<file path="src/rtl/seven_segment_scan.sv">
// seven_segment_scan: multiplexed hex display driver with dead time, PWM dimming, blink and leading-zero blanking
// Ports: clk/reset (async, active-high); encoded/digit_point/blank_lz/blink_mask are latched once per frame;
// brightness is used live; anode/cathode/dp drive the display; frame_start pulses as each frame begins.
module seven_segment_scan #(
  parameter int NUM_DIGITS = 4,
  parameter int SLOT_CYCLES = 25000,
  parameter int DEAD_CYCLES = 2,
  parameter int PWM_BITS = 4,
  parameter int BLINK_FRAMES = 250,
  parameter bit ANODE_ACTIVE_LOW = 1,
  parameter bit CATHODE_ACTIVE_LOW = 1
) (
  input  logic                    clk,
  input  logic                    reset,
  input  logic [NUM_DIGITS*4-1:0] encoded,
  input  logic [NUM_DIGITS-1:0]   digit_point,
  input  logic [PWM_BITS-1:0]     brightness,
  input  logic                    blank_lz,
  input  logic [NUM_DIGITS-1:0]   blink_mask,
  output logic [NUM_DIGITS-1:0]   anode,
  output logic [6:0]              cathode,
  output logic                    dp,
  output logic                    frame_start
);
  localparam int DW = NUM_DIGITS > 1 ? $clog2(NUM_DIGITS) : 1;
  localparam int SW = SLOT_CYCLES > 1 ? $clog2(SLOT_CYCLES) : 1;
  localparam int FW = BLINK_FRAMES > 1 ? $clog2(BLINK_FRAMES) : 1;
  localparam logic AL = ANODE_ACTIVE_LOW;
  localparam logic CL = CATHODE_ACTIVE_LOW;
  localparam logic [6:0] SEG [16] = '{7'h3F, 7'h06, 7'h5B, 7'h4F, 7'h66, 7'h6D, 7'h7D, 7'h07,
                                      7'h7F, 7'h6F, 7'h77, 7'h7C, 7'h39, 7'h5E, 7'h79, 7'h71};
  logic [SW-1:0] slot_cnt;
  logic [DW-1:0] digit;
  logic [PWM_BITS-1:0] pwm;
  logic [FW-1:0] frame_cnt;
  logic blink_off, run;
  logic [NUM_DIGITS*4-1:0] sh_enc;
  logic [NUM_DIGITS-1:0] sh_dp, sh_blink, lz;
  logic sh_blz, nz, last_slot, last, active;
  logic [3:0] val;
  logic [6:0] seg;
  assign last_slot = slot_cnt == SW'(SLOT_CYCLES - 1);
  assign last = last_slot && digit == DW'(NUM_DIGITS - 1);
  assign val = sh_enc[{digit, 2'b00} +: 4];
  assign active = run && slot_cnt >= SW'(DEAD_CYCLES) && pwm < brightness && !(blink_off && sh_blink[digit]);
  assign seg = lz[digit] ? 7'h00 : SEG[val];
  // lz[k] marks digit k as a leading zero: it and every digit above it hold 0
  always_comb begin
    lz = '0;
    nz = 1'b0;
    for (int k = NUM_DIGITS - 1; k > 0; k--) begin
      nz = nz | (sh_enc[4*k +: 4] != 4'd0);
      lz[k] = sh_blz & ~nz;
    end
  end
  // run is low only on the first edge after reset, which loads the shadow and opens frame 0
  always_ff @(posedge clk or posedge reset)
    if (reset) begin
      slot_cnt <= '0;
      digit <= '0;
      pwm <= '0;
      frame_cnt <= '0;
      blink_off <= 1'b0;
      run <= 1'b0;
      sh_enc <= '0;
      sh_dp <= '0;
      sh_blink <= '0;
      sh_blz <= 1'b0;
      anode <= {NUM_DIGITS{AL}};
      cathode <= {7{CL}};
      dp <= CL;
      frame_start <= 1'b0;
    end else begin
      pwm <= pwm + 1'b1;
      run <= 1'b1;
      frame_start <= !run || last;
      if (!run || last) begin
        sh_enc <= encoded;
        sh_dp <= digit_point;
        sh_blink <= blink_mask;
        sh_blz <= blank_lz;
      end
      if (run) begin
        slot_cnt <= last_slot ? '0 : slot_cnt + 1'b1;
        if (last_slot) digit <= digit == DW'(NUM_DIGITS - 1) ? '0 : digit + 1'b1;
        if (last) begin
          frame_cnt <= frame_cnt == FW'(BLINK_FRAMES - 1) ? '0 : frame_cnt + 1'b1;
          if (frame_cnt == FW'(BLINK_FRAMES - 1)) blink_off <= ~blink_off;
        end
      end
      anode <= {NUM_DIGITS{AL}} ^ (active ? NUM_DIGITS'(1) << digit : '0);
      cathode <= {7{CL}} ^ (active ? seg : 7'h00);
      dp <= CL ^ (active & sh_dp[digit]);
    end
endmodule

</file>
<file path="config.mk">
export PLATFORM = sky130hd
export DESIGN_NAME = seven_segment_scan
export DESIGN_NICKNAME = d
export VERILOG_FILES = /design/src/rtl/seven_segment_scan.sv
export SDC_FILE = /design/constraint.sdc
export NUM_CORES = 1
export LEC_CHECK = 0
export CAP_MARGIN = 0
export CORE_MARGIN = 2
export CORE_UTILIZATION = 50
export CTS_CLUSTER_SIZE = 40
export DETAILED_ROUTE_END_ITERATION = 10
export GPL_ROUTABILITY_DRIVEN = 0
export PLACE_DENSITY = 0.76
export SKIP_LAST_GASP = 1
export SYNTH_ARGS = -nofsm -noshare
export SYNTH_HDL_FRONTEND = slang
export SYNTH_SLANG_ARGS = --single-unit
export TNS_END_PERCENT = 30
</file>
<file path="constraint.sdc">
create_clock -name clk -period 2.3 [get_ports clk]
set_input_delay 0.345 -clock clk [delete_from_list [all_inputs] [get_ports clk]]
set_output_delay 0.345 -clock clk [all_outputs]
set_load 0.005 [all_outputs]
</file>
== Word level (Yosys, flattened, before mapping) ==
Memories as Yosys holds them, arrays and structs flattened.
Cells that the tools add are included.

* Flip-flop bits (word level): 69
* ROM bits: 112
* Input port bits: 31
* Output and inout bits: 13
* Word-level logic and storage cells: 70
* Memories kept: 1

{| class="wikitable"
|+ Memory list
! name !! depth !! bits a word !! rd ports !! clocked after Yosys merged registers in !! write ports !! line !! source
|-
| (no name shown) || 16 || 7 || 1 || 0 || 0 || 46 || <nowiki>assign seg = lz[digit] ? 7'h00 : SEG[val];</nowiki>
|}

* Add/subtract/negate cells: 4
* Order comparisons: 4
* Equality and inequality tests: 3
* Shifts and indexed selects: 2
* Mux-type cells: 14
* Bitwise gates (word level): 14
* Reductions and logical operators: 14

{| class="wikitable"
|+ Operators with widths
! kind !! count
|-
| $mux 7 || 4
|-
| $shiftx 16x5->4 || 1
|-
| $add 15x1->15 const B || 1
|-
| $eq 15x15->1 const B || 1
|-
| $ge 15x2->1 const B || 1
|-
| $mux 15 || 1
|-
| $reduce_bool 4->1 || 3
|-
| $add 8x1->8 const B || 1
|-
| $eq 8x8->1 const B || 1
|-
| $mux 8 || 1
|-
| $not 7->7 || 1
|-
| $bmux 1 s2 || 3
|-
| $ge 5x5->1 const B || 1
|-
| $logic_and 1x1->1 || 5
|-
| $not 1->1 || 5
|-
| $not 4->5 || 1
|-
| $add 4x1->4 const B || 1
|-
| $and 1x1->1 || 4
|-
| $lt 4x4->1 || 1
|-
| $mux 4 || 1
|-
| $not 4->4 || 1
|-
| $reduce_and 2->1 || 2
|-
| $shl 1x2->4 const A || 1
|-
| $lt 2x3->1 const B || 1
|-
| 8 further kinds || 12
|}

== Longest topological paths before layout ==
* Word-level depth: 10
* Gate-level depth with buffers: 7

== Least setup slack after synthesis ==
Ideal clock, no wire load.

* Path type: flip-flop to flip-flop
* Start: register slot_cnt[10]
* End: register frame_cnt[4]
* Arrival time: 2.080 ns
* Slack: 0.095 ns
* Stages on the path, launching flop included: 7
* Buffers on the path: 1
* Period minus slack after synthesis: 2.205 ns
* Cells stage by stage: dfrtp_1 -> or4_4 -> nor4_1 -> and3_2 -> buf_2 -> and3_2 -> a21oi_1

* Longest elaborated chain between the ends: 3

{| class="wikitable"
|+ RTL lines
! what !! line !! source
|-
| start, declared || 32 || <nowiki>logic [SW-1:0] slot_cnt;</nowiki>
|-
| start signal, assigned || 84 || <nowiki>slot_cnt <= last_slot ? '0 : slot_cnt + 1'b1;</nowiki>
|-
| $eq 15x15->1 || 42 || <nowiki>assign last_slot = slot_cnt == SW'(SLOT_CYCLES - 1);</nowiki>
|-
| $logic_and 1x1->1 || 43 || <nowiki>assign last = last_slot && digit == DW'(NUM_DIGITS - 1);</nowiki>
|-
| $reduce_and 2->1 (no line) || -- ||
|-
| end signal, assigned || 87 || <nowiki>frame_cnt <= frame_cnt == FW'(BLINK_FRAMES - 1) ? '0 : frame_cnt + 1'b1;</nowiki>
|-
| end, declared || 35 || <nowiki>logic [FW-1:0] frame_cnt;</nowiki>
|}

No other way between the ends.
A chain may end at the register's enable or synchronous reset.

== Final worst setup path ==
* Start: register slot_cnt[10]
* End: register frame_cnt[7]

The elaborated chain is that of the path after synthesis.

==> impl_metrics.csv <==
group,metric,value,unit
status,status,"completed",
sta,drv_slew,0,
cts,worstSkewPairLatency,0.35,ns
logic_synthesis,ys.flop_type,"dfrtp_1",
flow_run,drv_cap,0,
detailed_routing,vias,2555,
cts,tritoncts,"done",
logic_synthesis,synth-edff-count,0,
detailed_routing,drcViolationCount,0,
logic_synthesis,synth_area_per_cell,11.5,sq um
critical_path,required,2.59,ns
detailed_routing,drt-total-wl,7180,um
cts,cts-root-buf,"clkbuf_8",
hold_path,hp-class,"in2async",
global_route,grt_max_degree,38,
critical_path,rr_startpoint,"slot_cnt[10]$_DFFE_PP0P_",
cts,clkSlewWorstSetupHoldPaths,0.08,ns
sta,finClkSkew,0.00960,ns
detailed_routing,via_per_inst,5.79,
critical_path,reg2regPathDepth,5,
critical_path,setup.worst_path.start_class,"register",
floorplanning,core,6760,sq um
logic_synthesis,synth_warnings,0,
sta,rsz0062_at_grt,"no",
logic_synthesis,async_reset_ff_share,100,%
global_route,grt_pass1_vias,2498,
floorplanning,rows,30,
logic_synthesis,post-synth-top-count-cell,"dfrtp_1",
global_route,busiest_layer,"met2",
power_and_ir_drop,total_leakage_power,1.82,nW
power_and_ir_drop,pwr-share-comb,15.2,%
layout,area_growth,22.6,%
critical_path,reg2reg_setup_slack,0.11,ns
layout,final_nets,405,
logic_synthesis,synth.distinct_cells,43,
critical_path,path_class,"reg2reg",
logic_synthesis,synth_commonest_cells,"dfrtp_1, nand2_1, mux2_2",
power_and_ir_drop,p_sw,0.800,mW
sta,min_period,2.19,ns
logic_synthesis,synth_area_leaders,"dfrtp_1, dfstp_2, mux2_2",
global_route,grt_overflow_total,0,
detailed_routing,drtIter0Drc,132,
logic_synthesis,synthCells,301,
cts,cts_setup_buffers,0,
critical_path,critPathArrivalTime,2.47,ns
power_and_ir_drop,intPower,2.23,mW
logic_synthesis,syn_nets,350,
critical_path,crit_end,"frame_cnt[7]$_DFFE_PP0P_",
global_route,grtUsageTotal,20.3,%
logic_synthesis,netlist.area_leader.share,41.2,%
logic_synthesis,ys_seq_elements,69,
cts,cts-resized-gates,0,
sta,max_slew_margin,65.1,%
floorplanning,die_w,87.2,um
floorplanning,start_util,51.3,%
power_and_ir_drop,power_frac_seq,48.5,%
place,dp_hpwl,5090,um
place,port-buffer-count,43,
cts,cts_hold_buf,0,
layout,antenna_cells,0,
floorplanning,die-area,7610,sq um
logic_synthesis,synth_top_cell_by_area,"dfrtp_1",
floorplanning,dieHeight,87.2,um
detailed_routing,postRouteAntennaNets,0,
logic_synthesis,yosysSeqAreaShare,50.3,%
global_route,antenna_found_initial,0,
power_and_ir_drop,peakVddDrop,0.000358,V
detailed_routing,dr.pass1.iters,4,
critical_path,crit_start,"slot_cnt[10]$_DFFE_PP0P_",
logic_synthesis,mappedNetlistArea,3460,sq um
detailed_routing,post_drt_wl_per_cell,16.3,um
critical_path,worst_setup_path_end_kind,"register",
sta,setup_violations,0,
cts,clock_sinks,69,
cts,clockBufferDepth,2,
cts,htreeDepth,3,
sta,fin_tns_setup,0,ns
layout,drive_gt1_share,23.0,%
cts,cts_buffers,9,
floorplanning,pin_count,44,
power_and_ir_drop,powerDensity,713,nW/um^2
critical_path,worstReg2RegEnd,"frame_cnt[7]$_DFFE_PP0P_",
power_and_ir_drop,clock_power_share,36.3,%
global_route,grtUsageMet3,4.08,%
sta,worst_pin_slew,0.519,ns
global_route,gr-usage-met1,26.7,%
sta,max_freq,457,MHz
layout,stdcell_count,441,
sta,period_share,95.1,%
sta,hold_ws,0.395,ns
global_route,use_met2,32.2,%
power_and_ir_drop,switching_share,26.4,%
sta,final-hold-violation-count,0,
place,numPlacedInstances,425,
critical_path,path_max_fanout,5,
global_route,grt_first_pass_wirelength,11800,um
[flip-flops by register name, indices dropped and copies added (netlist names)]
name,cells
sh_enc,16
slot_cnt,15
frame_cnt,8
cathode,7
anode,4
pwm,4
sh_blink,4
sh_dp,4
digit,2
blink_off,1
dp,1
frame_start,1
run,1
sh_blz,1
[per-layer routing]
layer	vias to the layer above	part of all wire [%]
met5	-	0
met4	0	2.4
met3	17	3.5
met2	64	48
met1	1270	46
li1	1204	-
[critical path, stage by stage, from the launching register on]
cell,delay (ns)
dfrtp_1,0.43
or4_4,0.57
nor4_4,0.42
nand3_4,0.12
or4_1,0.51
nand2_1,0.08
[power groups by stage]
stage | combinational [mW] | clock [mW] | sequential (mW)
floorplan | 0.323 | 0 | 1.44
global placement | 0.448 | 0 | 1.48
detailed placement | 0.462 | 0 | 1.48
CTS | 0.464 | 1.12 | 1.46
global route | 0.508 | 1.18 | 1.48
finish | 0.460 | 1.10 | 1.47
[area by class of cell]
type                       count  area, sq um
clock buffer                   9          124
clock inverter                 7         98.8
fill                         536         2510
inverter                      17         63.8
multi-input combinational    202         1570
sequential                    69         1740
tap                           80          100
timing repair buffer          57          548
[through the flow]
stage          setup slack, ns  area [sq um]  util (%)  power (mW)
2_1_floorplan           0.0949          3460         -        1.76
3_3_place_gp             0.186          4020      59.6        1.92
3_5_place_dp             0.152          4020      59.6        1.94
4_1_cts                  0.118          4250      62.9        3.05
5_1_grt                 0.0358          4250      62.9        3.16
6_report                 0.113          4250      62.9        3.03
[worst min-delay path by stage]
stage	slack, ns	from	depth (start not counted)	end
2_1_floorplan	0.44	pwm[0]$_DFF_PP0_	1	pwm[0]$_DFF_PP0_
3_3_place_gp	0.46	blink_off$_DFFE_PP0P_	1	blink_off$_DFFE_PP0P_
3_5_place_dp	0.48	blink_off$_DFFE_PP0P_	1	blink_off$_DFFE_PP0P_
4_1_cts	0.40	reset	3	pwm[2]$_DFF_PP0_
5_1_grt	0.43	reset	3	pwm[2]$_DFF_PP0_
6_report	0.40	reset	3	pwm[2]$_DFF_PP0_
[placed cells by master (no fill, tap or decap), drive strengths merged]
| master | count |
|---|---|
| buf | 14 |
| o41ai | 1 |
| o2111ai | 1 |
| xnor2 | 5 |
| dfstp | 12 |
| clkinvlp | 1 |
| nor2 | 8 |
| a2111o | 1 |
| or3 | 2 |
| nor2b | 3 |
| nand2 | 28 |
| mux2i | 2 |
| conb | 1 |
| o31ai | 6 |
| and3 | 6 |
| ha | 18 |
| nand2b | 3 |
| mux2 | 27 |
| or4 | 4 |
| inv | 18 |
| and2 | 1 |
| nand4 | 6 |
| nor3 | 4 |
| bufinv | 2 |
| xor2 | 6 |
| mux4 | 6 |
| nand3 | 16 |
| nor4 | 7 |
| a21o | 1 |
| a31oi | 5 |
| dfrtp | 57 |
| o21ai | 19 |
| o211ai | 8 |
| clkinv | 3 |
| a41oi | 1 |
| clkbuf | 9 |
| a21oi | 6 |
| clkdlybuf4s50 | 43 |
[cell families after synthesis]
kind of cell	after synthesis	synth area share, %
mux	35	13.3
other cells	1	0.108
flops	69	50.3
fa+ha+maj	18	6.50
xor+xnor	11	2.78
simple gates	88	13.7
buf+inv	30	4.37
compound gates	49	8.96
Power figures use the tool's default switching activity.
==> RTL change: new RTL, same flow settings <==
Set the parameter `CATHODE_ACTIVE_LOW` to 0 (it was 1).
--- a/src/rtl/seven_segment_scan.sv
+++ b/src/rtl/seven_segment_scan.sv
@@ -8,7 +8,7 @@
   parameter int PWM_BITS = 4,
   parameter int BLINK_FRAMES = 250,
   parameter bit ANODE_ACTIVE_LOW = 1,
-  parameter bit CATHODE_ACTIVE_LOW = 1
+  parameter bit CATHODE_ACTIVE_LOW = 0
 ) (
   input  logic                    clk,
   input  logic                    reset,
Function: changed (a bounded check fails within 4 cycles, from zero or initial values and one cycle with reset high).
==> RTL change against the original RTL <==
Area after synthesis shrank 1.2%. Wire length down 8.9%. Power increased by 3.5%. Core utilization increased by 0.28 points. Global-route usage fell by 0.78 points. Final area is 0.12% lower. First-iteration DRC count up 29%. Setup slack better by 0.028 ns. Sequential cell count is the same. Die area down 1.1%. Critical endpoint is now frame_cnt[1]. Largest cell class unchanged.
==> RTL change: results (changes against the original RTL) <==
Cells and area
  – Data buffer area share: 12.4% (-0.52 points)
  – Biggest regs: sh_enc: 16 flops, slot_cnt: 15 flops, frame_cnt: 8 flops
  – Area taken by multi-input logic gates: 1570 um2 (unchanged)
  – Layout cells sized above 1: 19.9% (-3.0 points)
  – Fill cells: 510 (-4.9%)
  – Clock buffers: 11 (+2)
  – Register area: 1730 um2 (-0.57%)
  – Inverters: 15 (-2)
  – Fraction of area in multi-input gates: 37.0% (+0.044 points)
  – NumNets Final: 400 (-1.2%)
  – Clk cell area share: 6.08% (+0.83 points)
  – Nonclk buf count: 54 (-5.3%)

Drt
  – WL met2: 3050 um (-12%)
  – WL met3: 281 um (+11%)
  – DR WL/cell: 15.0 um (-7.8%)
  – Initial DRC Count: 170 (+29%)
  – Routed via count divided by cell count: 5.55 (-4.2%)
  – Total Wirelength: 6540 um (-8.9%)
  – DR DRC count: 0 (unchanged)
  – Met1 WL: 3080 um (-6.3%)

Worst setup path
  – Critical-path maximum fanout: 10 (+5)
  – Reg2Reg Setup Slack: 0.14 ns (+0.03 ns)
  – Origin of the worst setup path: slot_cnt[10]
  – Levels on crit path: 6 (+1)
  – RR Endpoint: frame_cnt[1]
  – Crit path arrival time: 2.42 ns (-0.05 ns)

Run status
  – Status: finished, final reports clean

Clock network
  – Post-CTS Repair Setup Buffers: 0 (unchanged)
  – Worst skew pair latency: between 0.3 and 0.4 ns
  – H-tree depth: 3 (unchanged)
  – Clock slew at reported path FFs: 0.07 ns
  – Resized cells post-CTS: 0 (unchanged)

Synth
  – Register area share after synthesis: 50.6% (+0.31 points)
  – Mapped Nets: 346 (-1.1%)
  – Synth Area in Compound Gates: 8.59% (-0.37 points)
  – Most common library cells after synthesis: dfrtp_1 (65), mux2_2 (27), nand2_1 (26)
  – Synthesized netlist cell count: 297 (-1.3%)
  – Adder-Cell Fraction of Synth Area: 6.58% (+0.078 points)
  – XOR/XNOR Fraction of Synth Area: 2.82% (+0.034 points)
  – Post-synthesis mux area share: 13.7% (+0.49 points)
  – Library cells used by synthesis: 42 (-2.3%)
  – Ys Warns: 0 (unchanged)
  – Top post-synthesis cells by area: dfrtp_1 (48%), mux2_2 (8.9%), ha_1 (6.6%)

Place
  – DP HPWL: 4770 um (-6.3%)
  – Post-Place Setup Slack: 0.108 ns (-0.0436 ns)
  – Placed cell areas: 3980 um2 (-1.1%)
  – Inst Count DP: 420 (-1.2%)

STA
  – F_max: 0.463 GHz (+1.3%)
  – Worst Skew: 0.00572 ns (-0.00388 ns)

Power and ir drop
  – Max VDD drop: 0.478 mV (+34%)
  – P_leak: 1.87 nW (+2.7%)
  – Internal: 2.38 mW (+6.8%)

Global routing
  – Routing usage on met2: 29.2% (-3.0 points)
  – Met3 Use GR: 4.76% (+0.69 points)
  – Tot GR Track Use: 19.5% (-0.78 points)
  – Largest net degree at the start of global routing: 30 (-21%)
  – Met1 Usage GRT: 27.4% (+0.65 points)
  – Vias in the first global route: 2,453 (-1.8%)
  – First-pass GRT wire length: 11,400 um (-3.6%)
[RTL change: cell count changes in the layout (fill, tap and decap cells not counted), moves of 3 or more]
cell	delta
a31oi_1	-3
o211ai_1	-7
nand3_1	-5
nor2_1	+5
dfstp_2	-8
and2_1	+3
buf_4	-3
dfrtp_1	+8
[RTL change: power by group through the flow]
stage	combinational, mW	sequential (mW)	clock [mW]
CTS	0.469	1.43	1.26
global placement	0.457	1.45	0
finish	0.464	1.43	1.24
floorplan	0.283	1.42	0
global route	0.522	1.45	1.31
detailed placement	0.467	1.45	0
[RTL change: worst min path at each step]
| stage | start | end | slack, ns | cells after the start |
|---|---|---|---|---|
| after floorplan | pwm[0] | pwm[0] | 0.44 | 1 |
| after global placement | pwm[3] | pwm[3] | 0.47 | 1 |
| after detailed placement | blink_off | blink_off | 0.47 | 1 |
| after CTS | reset | frame_cnt[4] | 0.31 | 2 |
| after global routing | reset | cathode[2] | 0.34 | 2 |
| final | reset | cathode[2] | 0.31 | 2 |
